File: src/rtl/imm_extend_pipe.sv
// Immediate extender (sign / zero / upper / sign-shift-2) feeding a 2-entry FIFO
// with valid/ready handshakes. Define IMM_EXT_CNT_EN to add the Xfer_Count port.
module imm_extend_pipe #(
  parameter int IN_W  = 16,
  parameter int OUT_W = 32
) (
  input  logic             Clk,
  input  logic             Rst_n,
  input  logic             In_Valid,
  output logic             In_Ready,
  input  logic [IN_W-1:0]  In_Imm,
  input  logic [1:0]       In_Mode,
  output logic             Out_Valid,
  input  logic             Out_Ready,
  output logic [OUT_W-1:0] Out_Data
`ifdef IMM_EXT_CNT_EN
  ,
  output logic [15:0]      Xfer_Count
`endif
);

  localparam int EXT_W = OUT_W - IN_W;

  localparam logic [1:0] MODE_SEXT     = 2'b00;
  localparam logic [1:0] MODE_ZEXT     = 2'b01;
  localparam logic [1:0] MODE_UPPER    = 2'b10;

  function automatic logic [OUT_W-1:0] extend_imm(input logic [IN_W-1:0] imm,
                                                  input logic [1:0]      mode);
    logic signed [OUT_W-1:0] sext;
    logic        [OUT_W-1:0] res;
    sext = {{EXT_W{imm[IN_W-1]}}, imm};
    case (mode)
      MODE_SEXT:  res = sext;
      MODE_ZEXT:  res = {{EXT_W{1'b0}}, imm};
      MODE_UPPER: res = {imm, {EXT_W{1'b0}}};
      default:    res = sext <<< 2;
    endcase
    return res;
  endfunction

  logic [OUT_W-1:0] mem_q [2];
  logic             wr_ptr_q, wr_ptr_d;
  logic             rd_ptr_q, rd_ptr_d;
  logic [1:0]       count_q, count_d;
  logic             out_valid_q, out_valid_d;
  logic             push, pop;
  logic [OUT_W-1:0] ext_p0;

  // Handshake decode: ready comes from the registered count only
  assign In_Ready  = (count_q < 2'd2);
  assign push      = In_Valid && In_Ready;
  assign pop       = out_valid_q && Out_Ready;
  assign ext_p0    = extend_imm(In_Imm, In_Mode);

  always_comb begin
    count_d  = count_q;
    wr_ptr_d = wr_ptr_q;
    rd_ptr_d = rd_ptr_q;
    case ({push, pop})
      2'b10:   count_d = count_q + 2'd1;
      2'b01:   count_d = count_q - 2'd1;
      default: count_d = count_q;
    endcase
    if (push) wr_ptr_d = ~wr_ptr_q;
    if (pop)  rd_ptr_d = ~rd_ptr_q;
    out_valid_d = (count_d != 2'd0);
  end

  always_ff @(posedge Clk or negedge Rst_n) begin
    if (!Rst_n) begin
      count_q     <= 2'd0;
      wr_ptr_q    <= 1'b0;
      rd_ptr_q    <= 1'b0;
      out_valid_q <= 1'b0;
    end else begin
      count_q     <= count_d;
      wr_ptr_q    <= wr_ptr_d;
      rd_ptr_q    <= rd_ptr_d;
      out_valid_q <= out_valid_d;
    end
  end

  // Storage is cleared on reset so Out_Data reads zero until the first word lands
  always_ff @(posedge Clk or negedge Rst_n) begin
    if (!Rst_n) begin
      mem_q[0] <= '0;
      mem_q[1] <= '0;
    end else if (push) begin
      mem_q[wr_ptr_q] <= ext_p0;
    end
  end

  assign Out_Valid = out_valid_q;
  assign Out_Data  = mem_q[rd_ptr_q];

`ifdef IMM_EXT_CNT_EN
  logic [15:0] xfer_cnt_q, xfer_cnt_d;

  assign xfer_cnt_d = xfer_cnt_q + 16'd1;

  always_ff @(posedge Clk or negedge Rst_n) begin
    if (!Rst_n)   xfer_cnt_q <= 16'd0;
    else if (pop) xfer_cnt_q <= xfer_cnt_d;
  end

  assign Xfer_Count = xfer_cnt_q;
`endif

endmodule

File: config.mk
export PLATFORM = sky130hd
export DESIGN_NAME = imm_extend_pipe
export DESIGN_NICKNAME = d
export VERILOG_FILES = /design/src/rtl/imm_extend_pipe.sv
export SDC_FILE = /design/constraint.sdc
export NUM_CORES = 1
export LEC_CHECK = 0
export CAP_MARGIN = 40
export CORE_UTILIZATION = 40
export DETAILED_ROUTE_END_ITERATION = 10
export GPL_ROUTABILITY_DRIVEN = 0
export SLEW_MARGIN = 15
export SYNTH_ARGS = -nofsm -noshare
export SYNTH_HDL_FRONTEND = slang
export SYNTH_SLANG_ARGS = --single-unit
export TNS_END_PERCENT = 5
File: constraint.sdc
create_clock -name Clk -period 4.17 [get_ports Clk]
set_input_delay 0.834 -clock Clk [delete_from_list [all_inputs] [get_ports Clk]]
set_output_delay 0.834 -clock Clk [all_outputs]
set_load 0.1 [all_outputs]
# Yosys cells after proc, flatten, opt, wreduce, memory -nomap -nowiden

Index checks and enable logic that the tools add are counted.
Widths: inputs -> output; s select.

Eq/ne operators: 4
Magnitude comparators: 4
Reductions and logical operators: 5
Add/subtract/negate cells: 2
Multiplexer cells: 8
Bitwise gates (word level): 4

Operator list:

| kind                | count |
|---|---|
| $mux 32             | 4 |
| $pmux 32 s3         | 1 |
| $bwmux 64           | 1 |
| $demux 32 s1        | 1 |
| $eq 2x1->1 const B  | 2 |
| $eq 2x2->1 const B  | 2 |
| $ge 2x2->1 const B  | 2 |
| $not 1->2           | 2 |
| $pmux 2 s2          | 1 |
| $logic_and 1x1->1   | 3 |
| $add 2x1->2 const B | 1 |
| $logic_not 2->1     | 1 |
| $lt 2x1->1 const B  | 1 |
| $lt 2x2->1 const B  | 1 |
| $not 1->1           | 2 |
| $reduce_bool 2->1   | 1 |
| $sub 2x1->2 const B | 1 |

Register bits after elaboration: 69
Input bits: 22

# Logic depth before layout (Yosys ltp)

Depth in word-level cells: 6
Gate-level depth with buffers: 5
Depth with buffers taken out: 5

# Worst setup path after synthesis

Ideal clock, no wire load.

Kind: register -> output
Start point: register rd_ptr_q
End point: output port Out_Data[18]
Arrival: 1299 ps
Cell stages (with the launch flop): 4
Setup slack: 2037 ps
Path buffers: 2
Cells stage by stage: dfrtp_1 -> clkbuf_1 -> buf_2 -> mux2_2

Cells in the longest elaborated chain, start to end: 4

RTL lines:

| element                                    | line | RTL |
|---|---|---|
| start: declaration                         | 44   | `logic rd_ptr_q, rd_ptr_d;` |
| start signal: assignment                   | 79   | `rd_ptr_q <= rd_ptr_d;` |
| $not 1->2 (implied by the code)            | 95   | `assign Out_Data = mem_q[rd_ptr_q];` |
| $mux 32 (implied by the code) (3 in a row) | 95   |  |
| end: declaration                           | 15   | `output logic [OUT_W-1:0] Out_Data` |

Every way passes these cells. The select of a mux whose other input is x is not followed.

# Final worst setup path

Start point: register rd_ptr_q
End point: output port Out_Data[21]

The elaborated chain is that of the path after synthesis.

==> impl_metrics.yaml <==
cells_and_area:
  final_common_cell: "dfrtp_1"
  nets: 385
  final_cell_mix: "69 x dfrtp_1, 52 x nand2_1, 37 x buf_4"
  drive_gt1_share_pct: 29.4
  area_growth_pct: 21.2
  n_antenna_cell: 0
critical_path:
  cp-start-kind: "flop"
  arrival_ns: 1.75
  slowest_delay_ns: 0.43
  cp.depth: 3
  crit_chain: "buf_4, mux2_2, buf_4"
  ff2ff_path_depth: 3
  criticalPathCategory: "reg2out"
  critPathCaptureType: "primary output"
  worst_path_dominant_cell_family: "buffers and inverters"
  cp_slowest_cell: "buf_4"
  cp_num_buf_inv: 2
  crit_top_cell: "buf_4"
  worstPathMaxFanout: 33
  cp.required_ns: 3.34
global_route:
  grt_max_degree: 38
  grt_pass1_wl_um: 12200
  antenna_found_initial: 0
  overflow: 0
  grt_pass1_vias: 2398
  grt_usage_pct: 18.4
logic_synthesis:
  yosysSeqAreaShare_pct: 51.5
  syn_area_sq_um: 3360
  synth_compound_area_share_pct: 19.6
  synth-seq-cells: 69
  synth-xor-area-share_pct: 1.04
  synthDistinctLibCells: 30
  yosysWarningCount: 0
  synthCells: 312
  syn-num-nets: 335
  synth_fa_ha_area_share_pct: 0.373
  synth_top_family_by_area: "compound AO/OA/AOI/OAI gates"
  synthMuxAreaShare_pct: 10.7
  postSynthAreaPerCell_sq_um: 10.8
  synth-simple-area-share_pct: 12.0
clock_network:
  cts-root-buf: "clkbuf_8"
  ctsResizeCount: 0
  path_clk_slew_ns: 0.07
  cts_tree: "yes"
  htreeDepth: 3
  clk_latency_ns: 0.33
  cts_max_path_buffers: 2
  cts_buffers: 9
  clkSinkCount: 69
  post_cts_buffers: 0
  postCtsHoldBufs: 0
sta:
  max_freq_mhz: 387
  finalHoldWorstSlack_ns: 0.341
  setup_tns_ns: 0
  finClkSkew_ns: 0.00761
  timing.final.crit_share_pct: 62.0
  hold_viol_final: 0
  rsz0062_at_grt: "no"
  worst_slew_pin_slew_ns: 0.660
  slew-limit-headroom_pct: 55.9
  final_max_slew_viol_count: 0
  finalSetupViolations: 0
  fin_crit_ns: 2.59
drt:
  routedWlPerCell_um: 15.5
  dr.pass1.iters: 4
  via_per_inst: 5.05
  drc: 0
  wl_um: 7310
  vias: 2385
  antenna_violating_nets_post_route: 0
  drt_iter0_markers: 88
floorplan:
  dieArea_sq_um: 8760
  core-area_sq_um: 8180
  die_h_um: 93.6
  io_pins: 56
  row_count: 33
  start_util_pct: 41.0
  die_w_um: 93.6
placement:
  hpwl_um: 5050
  numPortBuffers: 55
worst_hold_path:
  holdCritPathClass: "in2async"
run_status:
  status: "completed"
job:
  cap_violations: 0
==> registers in the layout (all words and copies together), names as in the netlist <==
name       flops
Out_Valid      1
count_q        2
mem_q         64
rd_ptr_q       1
wr_ptr_q       1
==> Yosys cell counts, drive strengths merged <==
cell type,n,area [sq um]
clkbuf,2,7.51
a21oi,30,150
mux2,32,360
xnor2,3,26.3
inv,3,11.3
nor2b,14,87.6
buf,22,143
o22a,28,245
nand2,54,208
nand3b,2,15.0
a211oi,1,7.51
nand3,1,5.00
nor2,1,3.75
nor3b,1,18.8
nor4b,1,8.76
or3b,1,8.76
ha,1,12.5
nand2b,4,25.0
o21ai,36,240
xor2,1,8.76
dfrtp,69,1730
o31ai,2,15.0
and2,2,12.5
and3b,1,8.76
==> per-stage QoR <==
stage                     utilization, %  instance area (sq um)  instances  worst slack [ns]
after floorplan                        -                   3360        312              2.04
after global placement              47.0                   3840        453              1.41
after detailed placement            47.6                   3890        456              1.39
after CTS                           49.7                   4070        472              1.55
after global routing                49.7                   4070        472              1.51
final                               49.7                   4070        472              1.58
==> cell type report <==
cell class	count	area [sq um]
clock buffer	10	138
clock inverter	6	38.8
fill	796	4110
inverter	3	11.3
multi-input combinational	216	1470
sequential	69	1730
tap	105	131
timing repair buffer	63	553
==> layer usage <==
layer	track usage, %	vias up	part of all wire [%]
met2	27.9	40	45
met5	0	-	0
met1	26.1	1136	51
li1	-	1196	-
met3	3.09	13	2.9
met4	7.56	0	1.6
==> worst paths after layout <==
kind	slack (ns)	to	from
setup / recovery	1.58	Out_Data[21]	rd_ptr_q
hold / removal	0.34	rd_ptr_q	Rst_n
setup reg to reg	2.33	mem_q[19]	count_q[1]
hold reg to reg	0.47	mem_q[6]	mem_q[6]
max in group asynchronous	3.19	mem_q[7]	Rst_n
min in group Clk	0.47	mem_q[6]	mem_q[6]
==> logic make-up (layout without fill, tap and decap cells) <==
logic type,Yosys count,after routing
xor gates and xnor gates,4,4
and+or+nand+nor,82,82
AOI/OAI and AO/OA,97,97
buffers and inverters,27,82
DFF,69,69
muxes,32,32
adders and majority gates,1,1
Power is left out: the tool's default activity adds up to more than one toggle a clock period on the data nets, which glitch-free logic cannot reach.
